[src/rtl/rs_issue_select.sv]
// Issue/select stage for a reservation-station bank: round-robin pick of a
// ready entry into a one-deep output buffer with a valid/ready issue port.
module rs_issue_select #(
   parameter int REG_FILE_ADDR_WIDTH = 7,
   parameter int REG_STATIONS_WIDTH  = 2
) (
   input  logic                                                clock,
   input  logic                                                reset,
   input  logic [(2**REG_STATIONS_WIDTH)-1:0]                  stn_valid,
   input  logic [(2**REG_STATIONS_WIDTH)-1:0]                  stn_rs1_ready,
   input  logic [(2**REG_STATIONS_WIDTH)-1:0]                  stn_rs2_ready,
   input  logic [(2**REG_STATIONS_WIDTH)*32-1:0]               stn_instr,
   input  logic [(2**REG_STATIONS_WIDTH)*REG_FILE_ADDR_WIDTH-1:0] stn_rd,
   input  logic [(2**REG_STATIONS_WIDTH)*REG_FILE_ADDR_WIDTH-1:0] stn_rs1,
   input  logic [(2**REG_STATIONS_WIDTH)*REG_FILE_ADDR_WIDTH-1:0] stn_rs2,
   input  logic                                                stn_write_en,
   input  logic                                                flush,
   output logic                                                clear,
   output logic [REG_STATIONS_WIDTH-1:0]                       reg_stat_selection,
   output logic                                                issue_valid,
   input  logic                                                issue_ready,
   output logic [31:0]                                         issue_instr,
   output logic [REG_FILE_ADDR_WIDTH-1:0]                      issue_rd,
   output logic [REG_FILE_ADDR_WIDTH-1:0]                      issue_rs1,
   output logic [REG_FILE_ADDR_WIDTH-1:0]                      issue_rs2,
   output logic [REG_STATIONS_WIDTH-1:0]                       issue_index
);

   localparam int N  = 2**REG_STATIONS_WIDTH;
   localparam int AW = REG_FILE_ADDR_WIDTH;
   localparam int SW = REG_STATIONS_WIDTH;
   localparam logic [SW-1:0] ONE = SW'(1);

   logic [N-1:0]  w_elig;
   logic [31:0]   w_instr_a [N];
   logic [AW-1:0] w_rd_a    [N];
   logic [AW-1:0] w_rs1_a   [N];
   logic [AW-1:0] w_rs2_a   [N];

   logic [SW-1:0] w_sel;
   logic          w_found;
   logic          w_buf_free;
   logic          w_load;

   logic          r_issue_valid;
   logic [SW-1:0] r_rr_ptr;
   logic [31:0]   r_instr;
   logic [AW-1:0] r_rd;
   logic [AW-1:0] r_rs1;
   logic [AW-1:0] r_rs2;
   logic [SW-1:0] r_index;

   assign w_elig = stn_valid & stn_rs1_ready & stn_rs2_ready;

   for (genvar g = 0; g < N; g++) begin : g_unpack
      assign w_instr_a[g] = stn_instr[32*g +: 32];
      assign w_rd_a[g]    = stn_rd[AW*g +: AW];
      assign w_rs1_a[g]   = stn_rs1[AW*g +: AW];
      assign w_rs2_a[g]   = stn_rs2[AW*g +: AW];
   end

   // Search starts at the round-robin pointer; the narrow index wraps mod N.
   always_comb begin
      logic [SW-1:0] w_cand;
      w_sel   = '0;
      w_found = 1'b0;
      w_cand  = '0;
      for (int k = 0; k < N; k++) begin
         w_cand = r_rr_ptr + SW'(k);
         if (!w_found && w_elig[w_cand]) begin
            w_found = 1'b1;
            w_sel   = w_cand;
         end
      end
   end

   assign w_buf_free = ~r_issue_valid | issue_ready;
   assign w_load     = w_found & w_buf_free & ~stn_write_en & ~flush & ~reset;

   assign clear              = w_load;
   assign reg_stat_selection = w_load ? w_sel : '0;

   always_ff @(posedge clock) begin
      if (reset) begin
         r_issue_valid <= 1'b0;
         r_rr_ptr      <= '0;
         r_instr       <= '0;
         r_rd          <= '0;
         r_rs1         <= '0;
         r_rs2         <= '0;
         r_index       <= '0;
      end else if (flush) begin
         r_issue_valid <= 1'b0;
      end else if (w_load) begin
         // A load on a transfer edge replaces the departing op directly.
         r_issue_valid <= 1'b1;
         r_rr_ptr      <= w_sel + ONE;
         r_instr       <= w_instr_a[w_sel];
         r_rd          <= w_rd_a[w_sel];
         r_rs1         <= w_rs1_a[w_sel];
         r_rs2         <= w_rs2_a[w_sel];
         r_index       <= w_sel;
      end else if (r_issue_valid && issue_ready) begin
         r_issue_valid <= 1'b0;
      end
   end

   assign issue_valid = r_issue_valid;
   assign issue_instr = r_instr;
   assign issue_rd    = r_rd;
   assign issue_rs1   = r_rs1;
   assign issue_rs2   = r_rs2;
   assign issue_index = r_index;

endmodule

[config.mk]
export PLATFORM = sky130hd
export DESIGN_NAME = rs_issue_select
export DESIGN_NICKNAME = d
export VERILOG_FILES = /design/src/rtl/rs_issue_select.sv
export SDC_FILE = /design/constraint.sdc
export NUM_CORES = 1
export LEC_CHECK = 0
export CORE_AREA = 2 2 111 113
export DETAILED_ROUTE_END_ITERATION = 7
export DIE_AREA = 0 0 113 115
export PLACE_DENSITY = 0.73
export SLEW_MARGIN = 10
export SYNTH_ARGS = -nofsm -noshare
export SYNTH_HDL_FRONTEND = slang
export SYNTH_SLANG_ARGS = --single-unit
export TNS_END_PERCENT = 30
[constraint.sdc]
create_clock -name clock -period 3.5 [get_ports clock]
set_clock_uncertainty 0.1 [all_clocks]
set_input_delay 0.35 -clock clock [delete_from_list [all_inputs] [get_ports clock]]
set_output_delay 0.35 -clock clock [all_outputs]
set_load 0.01 [all_outputs]
; ---- Word-level counts from Yosys, hierarchy flattened
; Cells that the tools add are included.
; W data, S select, Z words.
[classes]
n_addsub = 4
reduce_logical = 10
n_mux = 31
n_lt_le_gt_ge = 5
bitwise = 12
[ops]
columns = op, count
row1 = $bmux W32 S2, 1
row2 = $mux W32, 2
row3 = $bmux W7 S2, 3
row4 = $mux W7, 6
row5 = $lt A2 B3 Y1 const B, 4
row6 = $mux W1, 10
row7 = $mux W2, 5
row8 = $and A4 B4 Y4, 2
row9 = $bmux W1 S2, 4
row10 = $add A2 B1 Y2 const B, 2
row11 = $add A2 B2 Y2 const B, 2
row12 = $and A1 B1 Y1, 4
row13 = $logic_and A1 B1 Y1, 4
row14 = $not A1 Y1, 4
row15 = $ge A3 B3 Y1 const B, 1
row16 = $logic_not A1 Y1, 3
row17 = $not A2 Y3, 1
row18 = $reduce_and A2 Y1, 1
row19 = $reduce_bool A2 Y1, 1
row20 = $reduce_or A2 Y1, 1
row21 = $or A1 B1 Y1, 1
[word_totals]
reg_bits = 58
word_cells = 69

; ---- Longest topological paths before layout
[logic_depth]
word_depth = 19
depth_mapped = 8
mapped_depth_nobuf = 6

; ---- Worst setup path before layout
; OpenSTA, ideal clock, no wires.
[synth_path]
path_kind = input -> output
from = in reset
to = out reg_stat_selection[1]
cell_stages = 7
setup_slack_ns = 1.591
arrival_ns = 1.459
path_cell_list = clkbuf_1 > nor3_1 > nand3_1 > or2_1 > buf_6 > buf_4 > inv_2
[synth_between]
elab_chain_cells = 3
[synth_lines]
columns = item, line_no
row1 = "start, declared", 8  ; input logic reset,
row2 = $not A1 Y1, 78  ; assign w_load = w_found & w_buf_free & ~stn_write_en & ~flush & ~reset;
row3 = $and A1 B1 Y1, 78
row4 = $mux W2, 81  ; assign reg_stat_selection = w_load ? w_sel : '0;
row5 = "end, declared", 19  ; output logic [REG_STATIONS_WIDTH-1:0] reg_stat_selection,
; No other way between the ends.

; ---- Worst setup path in the final report
; Same ends and word-level chain as after synthesis.

==> summary by stage <==
Final layout
The top cell types in the final layout, fill and taps aside, are 287 x sky130_fd_sc_hd__clkdlybuf4s50_1, 107 x sky130_fd_sc_hd__mux2i_1, 58 x sky130_fd_sc_hd__dfxtp_1. At the end of the flow, the number of nets in the layout was 840. Leaving out fill and tap cells, the most frequent cell in the layout is sky130_fd_sc_hd__clkdlybuf4s50_1. In the final layout, the share of cells above drive strength 1 is 4.71%. The count of antenna diodes in the layout is 0.

The count of fill cells added during filler insertion is 1049. The area growth from synthesis to layout is 97.5%.

Yosys
The share of flip-flops with an asynchronous set or reset is 0%. The cell area after synthesis is 3360 µm². After synthesis, flip-flops and latches occupy 34.5% of the total area. By area the synthesized netlist is led by sky130_fd_sc_hd__dfxtp_1 35%, sky130_fd_sc_hd__mux2i_1 32%, sky130_fd_sc_hd__o221ai_1 14%. The fraction of post-synthesis cell area in the top cell type by area is 34.5%. The most used flip-flop cell after synthesis is sky130_fd_sc_hd__dfxtp_1. The per-instance average area after synthesis is 9.98 µm². During synthesis, Yosys emitted a total of 0 warnings.

Synthesis inferred 58 register bits. The largest area contributor in the synthesized netlist is sky130_fd_sc_hd__dfxtp_1. The synthesized design contains 0 enable-type register cells. Counting every net in the synthesized netlist gives 566.

Counting every instance in the synthesized netlist gives 337. The synthesized netlist contains 32 unique library cells.

Clocking
The total of hold buffers inserted after clock tree synthesis is 0. The clock slew seen by the registers of the worst setup and hold paths is 50 ps. The CTS root buffer is sky130_fd_sc_hd__clkbuf_16.

The number of CTS-inserted buffers is 9. The H-tree generated during clock tree synthesis spans 3 levels. The clock insertion delay at the later pin of the skew report is 320 ps.

Counting along the longest clock path gives a buffer depth of 2. The CTS tree is yes. Once the clock tree was built, the resizer swapped 0 gates to a different size.

Once the clock tree was built, the setup fixing pass inserted 0 buffers. The number of sinks handled by clock tree synthesis is 58.

STA
The shortest period the worst path allows is 2960 ps. The measured slew at the worst slew-check pin is 782 ps. The number of hold violations in the final report is 0. Measured against its own limit, the worst slew margin works out to 47.9%. The number of endpoints failing setup at the final stage is 0. The achievable frequency is 338 MHz. Setup repair after global routing left no endpoint under its margin. Of the available clock period, the critical path in the final layout requires 84.6%.

The aggregate negative setup slack is 0 ps. The number of max-slew violations in the final report was 0.

Global routing
The global-route congestion overflow total is 0. The first global-routing pass estimated 19.7 mm of wire. Entering global routing, the biggest net connects 61 pins.

The number of antenna violations at the first check in global routing came to 0. The number of global-route vias before repair came to 4010. The aggregate global-route resource usage is 18.9%.

Status
The checks that failed: DRC. The flow ran to the end, but the final reports show violations.

Floorplan
For this design the top-level I/O count stands at 288. The area of the die is 13000 µm². The floorplan core area is 11800 µm².

Measured along the x axis, the die boundary spans 113 µm. The floorplan step set the die height to 115 µm. The initial utilization of the core area, before any placement, comes to 28.5%. The total number of placement rows is 40.

Critical path
The highest fanout seen on the critical path is 7. The critical setup path kind is input pin to primary output. The sort of element at the end of the critical path is a primary output. The startpoint type of the worst setup path is an input pin. The arrival time at the worst endpoint is 2510 ps. Data on the critical path is required at its endpoint by 3050 ps.

Power
VDD sags by at most 0.243 mV. In this run the static leakage power is 2.37 nW. The power density over the cells is 349 nW/µm². The total power after layout is 2.31 mW.

Place
Port buffering added 287 buffers. Routability-driven placement finished with a final weighted congestion of 0.889. The HPWL after detailed placement is 10.2 mm.

Drt
The final routed wire length divided by cell count is 16.9 µm. The routed design has 12.9 mm of wire. The via density per instance is 5.00. The antenna violation net count after detailed routing is 0. The first-pass iteration count of the detailed router is 6.

For this block, the via count after detailed routing is 3816. After detailed routing, the number of remaining DRC violations is 19. The first routing iteration left 171 violations.

Hold path
The worst hold path class is flip-flop to flip-flop.

Job
The count of maximum capacitance violations is 0.
-- power by group --
group          leakage (nW)  internal, mW  switching (mW)  total [mW]
Combinational          1.73         0.372           0.190       0.562
Clock                 0.169         0.734           0.310        1.04
Sequential            0.471         0.692          0.0164       0.708
Total                  2.37          1.80           0.516        2.31
-- metrics by stage --
step	area [µm²]	setup WS [ps]	hold slack (ps)	instances	util (%)
after global placement	6290	574	343	747	53.2
after floorplan	3360	1590	353	337	-
final	6640	538	355	763	56.2
after detailed placement	6290	549	348	747	53.2
after CTS	6640	540	360	763	56.2
after global routing	6640	438	377	763	56.2
-- state kept, by name, summed over array words and instances (netlist names) --
register / count
issue_index: 2
issue_instr: 32
issue_rd: 7
issue_rs1: 7
issue_rs2: 7
issue_valid: 1
r_rr_ptr: 2
-- synth_stat cells, types with 4 or more instances --
master                     count
sky130_fd_sc_hd__nand3_1       5
sky130_fd_sc_hd__clkbuf_1     11
sky130_fd_sc_hd__nor2_1        4
sky130_fd_sc_hd__buf_4         4
sky130_fd_sc_hd__o221ai_1     53
sky130_fd_sc_hd__nand2_1      55
sky130_fd_sc_hd__mux2i_1     107
sky130_fd_sc_hd__dfxtp_1      58
-- final cells by class --
cell class	instances	area [µm²]	area share, %
timing repair buffer	292	2950	44.4
multi-input combinational	246	1980	29.8
sequential	58	1160	17.5
clock buffer	12	256	3.86
tap	147	184	2.77
clock inverter	4	97.6	1.47
inverter	4	15.0	0.226
-- routing by layer --
layer	GRT usage, %	vias to the layer above	routed length, µm	part of all wire [%]
met5	0	-	0	0
met4	7.97	0	372	2.9
met3	5.90	31	1240	9.6
met2	36.2	176	6790	53
met1	18.7	1764	4530	35
li1	-	1845	-	-
-- path summary, 6_finish.rpt --
kind	start	endpoint	slack [ps]	depth (start not counted)
setup / recovery	reset	reg_stat_selection[1]	540	6
setup reg to reg	r_rr_ptr[0]	issue_instr[12]	1180	6
hold / removal	issue_rs1[5]	issue_rs1[5]	360	2
hold reg to reg	issue_rs1[5]	issue_rs1[5]	360	2
-- critical path, stage by stage --
cell,delay (ps)
sky130_fd_sc_hd__clkdlybuf4s50_1,560
sky130_fd_sc_hd__nor3_1,390
sky130_fd_sc_hd__nand3_1,240
sky130_fd_sc_hd__or2_2,380
sky130_fd_sc_hd__inv_2,50
sky130_fd_sc_hd__clkdlybuf4s50_1,540
-- cell families after synthesis --
group | Yosys count | synth area share [%]
buf+inv | 33 | 7.37
compound gates | 63 | 16.4
xor+xnor | 1 | 0.261
simple gates | 75 | 9.60
flops | 58 | 34.5
mux | 107 | 31.9
Note: power is estimated with default switching activity, not from simulation.
